===== src/rtl/serial_asbc_responder_if.sv =====
// Request/response bundle for the bit-serial add/sub/xor/compare unit.
// The master issues requests and consumes responses; the slave is the execution unit.
interface serial_asbc_responder_if #(parameter int WIDTH = 8);
   logic             req_valid;
   logic             req_ready;
   logic [1:0]       req_sel;
   logic [WIDTH-1:0] req_a;
   logic [WIDTH-1:0] req_b;
   logic             rsp_valid;
   logic             rsp_ready;
   logic [WIDTH-1:0] rsp_result;
   logic             rsp_cout;
   logic             rsp_gt;
   logic             rsp_eq;
   logic             rsp_lt;

   modport master (
      output req_valid, req_sel, req_a, req_b, rsp_ready,
      input  req_ready, rsp_valid, rsp_result, rsp_cout, rsp_gt, rsp_eq, rsp_lt
   );

   modport slave (
      input  req_valid, req_sel, req_a, req_b, rsp_ready,
      output req_ready, rsp_valid, rsp_result, rsp_cout, rsp_gt, rsp_eq, rsp_lt
   );
endinterface


===== src/rtl/serial_asbc_responder.sv =====
// Bit-serial execution unit: accepts one add/sub/xor/compare request, walks the
// operands LSB first (one bit per clock), then holds a registered response until taken.
module serial_asbc_responder #(
   parameter int WIDTH = 8
) (
   input logic                    clk,
   input logic                    rst,
   serial_asbc_responder_if.slave bus
);

   localparam int IW = (WIDTH > 2) ? $clog2(WIDTH) : 1;
   localparam logic [IW-1:0] LAST_IDX = IW'(WIDTH - 1);

   localparam logic [1:0] OP_ADD = 2'b00;
   localparam logic [1:0] OP_SUB = 2'b01;
   localparam logic [1:0] OP_XOR = 2'b10;
   localparam logic [1:0] OP_CMP = 2'b11;

   typedef enum logic [1:0] {IDLE, EXEC, DONE} state_t;

   state_t state, state_next;

   logic [IW-1:0]    bit_idx;
   logic [1:0]       op;
   logic [WIDTH-1:0] a_sh, b_sh, res_sh;
   logic             carry, gt_f, lt_f;

   logic             rsp_valid_q, rsp_cout_q, rsp_gt_q, rsp_eq_q, rsp_lt_q;
   logic [WIDTH-1:0] rsp_result_q;

   logic             accept, rsp_take, last_bit;
   logic             a_i, b_i, r_bit, carry_n, gt_n, lt_n;
   logic [WIDTH-1:0] res_full;

   assign bus.req_ready  = (state == IDLE) && !rst;
   assign bus.rsp_valid  = rsp_valid_q;
   assign bus.rsp_result = rsp_result_q;
   assign bus.rsp_cout   = rsp_cout_q;
   assign bus.rsp_gt     = rsp_gt_q;
   assign bus.rsp_eq     = rsp_eq_q;
   assign bus.rsp_lt     = rsp_lt_q;

   assign accept   = bus.req_valid && (state == IDLE);
   assign rsp_take = rsp_valid_q && bus.rsp_ready;
   assign last_bit = (bit_idx == LAST_IDX);

   // One full-adder / comparator slice evaluated on the current LSBs of the shifters.
   always_comb begin
      a_i      = a_sh[0];
      b_i      = b_sh[0];
      carry_n  = (a_i & b_i) | (a_i & carry) | (b_i & carry);
      r_bit    = (op == OP_XOR) ? (a_i ^ b_i) : (a_i ^ b_i ^ carry);
      gt_n     = gt_f;
      lt_n     = lt_f;
      if (a_i != b_i) begin
         gt_n = a_i;
         lt_n = ~a_i;
      end
      res_full = {r_bit, res_sh[WIDTH-1:1]};
   end

   always_ff @(posedge clk or posedge rst) begin
      if (rst) state <= IDLE;
      else     state <= state_next;
   end

   always_comb begin
      state_next = state;
      case (state)
         IDLE:    if (accept)   state_next = EXEC;
         EXEC:    if (last_bit) state_next = DONE;
         DONE:    if (rsp_take) state_next = IDLE;
         default: state_next = IDLE;
      endcase
   end

   // Operand shifters and response registers; sub is done as a + ~b + 1.
   always_ff @(posedge clk or posedge rst) begin
      if (rst) begin
         bit_idx      <= '0;
         op           <= OP_ADD;
         a_sh         <= '0;
         b_sh         <= '0;
         res_sh       <= '0;
         carry        <= 1'b0;
         gt_f         <= 1'b0;
         lt_f         <= 1'b0;
         rsp_valid_q  <= 1'b0;
         rsp_result_q <= '0;
         rsp_cout_q   <= 1'b0;
         rsp_gt_q     <= 1'b0;
         rsp_eq_q     <= 1'b0;
         rsp_lt_q     <= 1'b0;
      end else begin
         case (state)
            IDLE: begin
               if (accept) begin
                  op      <= bus.req_sel;
                  a_sh    <= bus.req_a;
                  b_sh    <= (bus.req_sel == OP_SUB) ? ~bus.req_b : bus.req_b;
                  carry   <= (bus.req_sel == OP_SUB);
                  res_sh  <= '0;
                  gt_f    <= 1'b0;
                  lt_f    <= 1'b0;
                  bit_idx <= '0;
               end
            end
            EXEC: begin
               a_sh    <= a_sh >> 1;
               b_sh    <= b_sh >> 1;
               res_sh  <= res_full;
               carry   <= carry_n;
               gt_f    <= gt_n;
               lt_f    <= lt_n;
               bit_idx <= bit_idx + 1'b1;
               if (last_bit) begin
                  rsp_valid_q  <= 1'b1;
                  rsp_result_q <= (op == OP_CMP) ? '0 : res_full;
                  rsp_cout_q   <= ((op == OP_ADD) || (op == OP_SUB)) ? carry_n : 1'b0;
                  rsp_gt_q     <= (op == OP_CMP) ? gt_n : 1'b0;
                  rsp_lt_q     <= (op == OP_CMP) ? lt_n : 1'b0;
                  rsp_eq_q     <= (op == OP_CMP) ? (~gt_n & ~lt_n) : 1'b0;
               end
            end
            DONE: begin
               if (rsp_take) begin
                  rsp_valid_q  <= 1'b0;
                  rsp_result_q <= '0;
                  rsp_cout_q   <= 1'b0;
                  rsp_gt_q     <= 1'b0;
                  rsp_eq_q     <= 1'b0;
                  rsp_lt_q     <= 1'b0;
               end
            end
            default: ;
         endcase
      end
   end

endmodule


===== src/flat_wrapper.sv =====
// flat-port wrapper written by rule: the top's interface ports become plain ports
module serial_asbc_responder_flat 
#(
   parameter int WIDTH = 8
)
  (clk, rst, bus_req_valid, bus_req_sel, bus_req_a, bus_req_b, bus_rsp_ready, bus_req_ready, bus_rsp_valid, bus_rsp_result, bus_rsp_cout, bus_rsp_gt, bus_rsp_eq, bus_rsp_lt);
  serial_asbc_responder_if #(.WIDTH(WIDTH)) bus_i ();
  input logic clk;
  input logic rst;
  input wire logic [$bits(bus_i.req_valid)-1:0] bus_req_valid;
  input wire logic [$bits(bus_i.req_sel)-1:0] bus_req_sel;
  input wire logic [$bits(bus_i.req_a)-1:0] bus_req_a;
  input wire logic [$bits(bus_i.req_b)-1:0] bus_req_b;
  input wire logic [$bits(bus_i.rsp_ready)-1:0] bus_rsp_ready;
  output wire logic [$bits(bus_i.req_ready)-1:0] bus_req_ready;
  output wire logic [$bits(bus_i.rsp_valid)-1:0] bus_rsp_valid;
  output wire logic [$bits(bus_i.rsp_result)-1:0] bus_rsp_result;
  output wire logic [$bits(bus_i.rsp_cout)-1:0] bus_rsp_cout;
  output wire logic [$bits(bus_i.rsp_gt)-1:0] bus_rsp_gt;
  output wire logic [$bits(bus_i.rsp_eq)-1:0] bus_rsp_eq;
  output wire logic [$bits(bus_i.rsp_lt)-1:0] bus_rsp_lt;
  assign bus_i.req_valid = bus_req_valid;
  assign bus_i.req_sel = bus_req_sel;
  assign bus_i.req_a = bus_req_a;
  assign bus_i.req_b = bus_req_b;
  assign bus_i.rsp_ready = bus_rsp_ready;
  assign bus_req_ready = bus_i.req_ready;
  assign bus_rsp_valid = bus_i.rsp_valid;
  assign bus_rsp_result = bus_i.rsp_result;
  assign bus_rsp_cout = bus_i.rsp_cout;
  assign bus_rsp_gt = bus_i.rsp_gt;
  assign bus_rsp_eq = bus_i.rsp_eq;
  assign bus_rsp_lt = bus_i.rsp_lt;
  serial_asbc_responder #(.WIDTH(WIDTH)) u_core (.clk(clk), .rst(rst), .bus(bus_i));
endmodule

===== config.mk =====
export PLATFORM = sky130hd
export DESIGN_NAME = serial_asbc_responder_flat
export DESIGN_NICKNAME = d
export VERILOG_FILES = /design/src/rtl/serial_asbc_responder_if.sv /design/src/rtl/serial_asbc_responder.sv /design/src/flat_wrapper.sv
export SDC_FILE = /design/constraint.sdc
export NUM_CORES = 1
export LEC_CHECK = 0
export CORE_ASPECT_RATIO = 1.2
export CORE_MARGIN = 3
export CORE_UTILIZATION = 47
export DETAILED_ROUTE_END_ITERATION = 16
export PLACE_DENSITY_LB_ADDON = 0.3
export SLEW_MARGIN = 0
export SYNTH_ARGS = -nofsm -noshare
export SYNTH_HDL_FRONTEND = slang
export SYNTH_SLANG_ARGS = --single-unit
export TNS_END_PERCENT = 10

===== constraint.sdc =====
create_clock -name clk -period 1.7 [get_ports clk]
set_clock_uncertainty 0.05 [all_clocks]
set_input_delay 0.34 -clock clk [delete_from_list [all_inputs] [get_ports clk]]
set_output_delay 0.34 -clock clk [all_outputs]
set_load 0.05 [all_outputs]

==> reports/summary.txt <==
layout cell share with drive strength beyond 1: 0.229
Avg WL per Cell: 14.3 um
Async SR Flop Fraction: 1.00
status: finished, violations left
worst path required time: 1.31 ns
DR vias/cell: 5.28
Yosys cell types: 32
clock sink count: 46
clk_lat worst skew: 0.29 ns
vias in the first global route: 1522
hold_buf cts: 0
Setup Slack @ Placement: -0.124 ns
sequential element share of the synthesized area: 0.531
total track usage: 0.166
HP Class: in2async
TritonCTS buffer count: 5
Detailed Route Iter0 Violations: 145
Synth Instances: 186
initial antenna violation count: 0
top-count cell post-synth: dfrtp_1
Mapped Area: 2170 sq um
crit path max fanout: 2
top cells by count, synth: dfrtp_1, a22o_1, mux2i_1
core footprint: 4360 sq um
Die H: 80.4 um
Starting Density: 0.498
Tmin final: 1.70 ns
CTS root buf: clkbuf_8
Residual DRC: 0
# fillers: 354
final net count: 264
largest cells by area after synthesis: dfrtp_1, a22o_1, mux2i_1, ha_1, nand2b_1
type of origin of the critical path: flip-flop
GPL Wtd Cong: 0.867
chip width: 68.0 um
Clock Pin Slew Worst Setup and Hold Paths: 0.08 ns
violated checks: negative setup slack
clock tree buffer depth: 2
synthesis warning total: 0
Leakage: 1.32 nW
CTS tree: yes
met3 Use GR: 0.0392
reg-to-reg slack, setup: 0.04 ns
met2 usage: 0.272
worst slew pin tran: 0.336 ns
die area: 5470 sq um
setup tns final: -0.00161 ns
grt met1 use: 0.208
Post-synth EDFFs: 0
Routed Antenna Nets: 0
final core utilization: 0.652
Worst Path Arrival: 1.31 ns
num rows: 26
Yosys reg bits: 46
first-pass GRT wire length: 6880 um
port buffer count: 35
CTS H-Tree Depth: 2
wirelength, routed: 4170 um
Avg Cell Area, Syn: 11.7 sq um
Worst slew margin: 0.774
max-cap violations: 0
Peak VDD IR: 0.000881 V
total power: 5.74 mW
Pre-antenna DRT Iters: 4
PD cells: 2020 nW/um^2
Crit. Startpoint: u_core.state[1]
grt total ovfl: 0
Syn Nets: 215
Max Fclk: 588 MHz
GR peak layer: met2
final hold vios: 0
crit share post-route: 1.00
ys flop type: dfrtp_1
final setup fails: 1
CP Class: reg2out
Area after DPL: 2650 sq um
reg-to-reg startpoint: u_core.a_sh[0]
diode count: 0
unrepaired setup endpoints after global routing: yes
Area Growth Syn to Fin: 31.1%
design area: 2840 sq um
via count: 1542
Yosys top cell by area: dfrtp_1
final worst slack: -0.00161 ns
final slew viol count: 0
DP HPWL: 2910 um
largest net degree at the start of global routing: 47
share of the synthesized area in the top cell type: 0.531
Worst setup EP type: primary output
io pins: 36
==> registers in the layout, indices dropped and copies added (netlist names), 2 cells and up <==
name / cells
u_core.bus.rsp_result: 8
u_core.op: 2
u_core.state: 2
u_core.a_sh: 8
u_core.b_sh: 8
u_core.bit_idx: 3
u_core.res_sh: 7
==> critical path, cell delays in order, from the launching register on <==
cell	delay (ns)
dfrtp_1	0.39
inv_2	0.09
ha_4	0.16
buf_6	0.10
nor2b_4	0.14
buf_12	0.14
==> cell usage in the layout (no fill, tap or decap), types with 2 or more instances in the layout <==
cell             Yosys  final
clkbuf_1             1      2
nor3_1               2      2
buf_6                1      3
ha_1                 6      4
nand2b_1            11     10
buf_12               0      5
a32o_1               2      2
xnor2_1              7      7
a21oi_1              9      9
buf_4                1     22
inv_2                0      2
nor2b_1              4      3
clkdlybuf4s50_1      0     21
mux2_2               5      5
dfrtp_1             46     46
mux2i_1             15     14
nand3_1              3      2
clkbuf_8             0      5
a22o_1              21     21
nor2_1               4      4
nand2_1             13     13
o21ai_0             10     10
inv_1                8      5
==> metrics by stage <==
stage / instances / hold slack (ns)
2_1_floorplan: 186 / 0.400
3_5_place_dp: 281 / 0.419
4_1_cts: 292 / 0.438
3_3_place_gp: 281 / 0.414
6_report: 292 / 0.427
5_1_grt: 292 / 0.464
==> path summary, 6_finish.rpt <==
kind                            depth (start not counted)                to
worst max-delay path                                    5     bus_req_ready
worst min-delay path                                    3   u_core.state[0]
worst max register to register                          4       u_core.lt_f
worst min register to register                          2      u_core.carry
max in group asynchronous                               3  u_core.res_sh[1]
min in group clk                                        2      u_core.carry
==> timing repair <==
item,4_1_cts,5_1_grt
setup endpoints to repair,18,29
gates resized for setup,8,6
gates cloned,0,0
hold endpoints to repair,0,0
pin swaps,1,0
setup buffers,3,0
==> cell families after synthesis <==
| kind of cell | Yosys count | synth area share |
|---|---|---|
| compound gates | 47 | 0.157 |
| xor+xnor | 8 | 0.0323 |
| fa+ha+maj | 7 | 0.0438 |
| buf+inv | 17 | 0.0381 |
| flops | 46 | 0.531 |
| mux | 21 | 0.106 |
| simple gates | 40 | 0.0929 |
==> area by class of cell <==
class / count / area [sq um] / share of cell area
Tap cell: 56 / 70.1 / 0.0246
Inverter: 8 / 30.0 / 0.0106
Sequential cell: 46 / 1150 / 0.405
Clock inverter: 1 / 30.0 / 0.0106
Timing Repair Buffer: 51 / 509 / 0.179
Multi-Input combinational cell: 123 / 977 / 0.344
Clock buffer: 7 / 76.3 / 0.0268
==> per-layer routing <==
metal  part of all wire  wire, um  vias up
met5                  0         0        -
met4              0.015        64        0
met3              0.042       176        8
met2               0.51      2130       36
met1               0.43      1800      746
li1                   -         -      752
==> power breakdown <==
part,internal (mW),switching [mW]
sequential,1.54,0.293
combinational,1.47,1.65
clock,0.440,0.344
(Power assumes the default switching activity.)
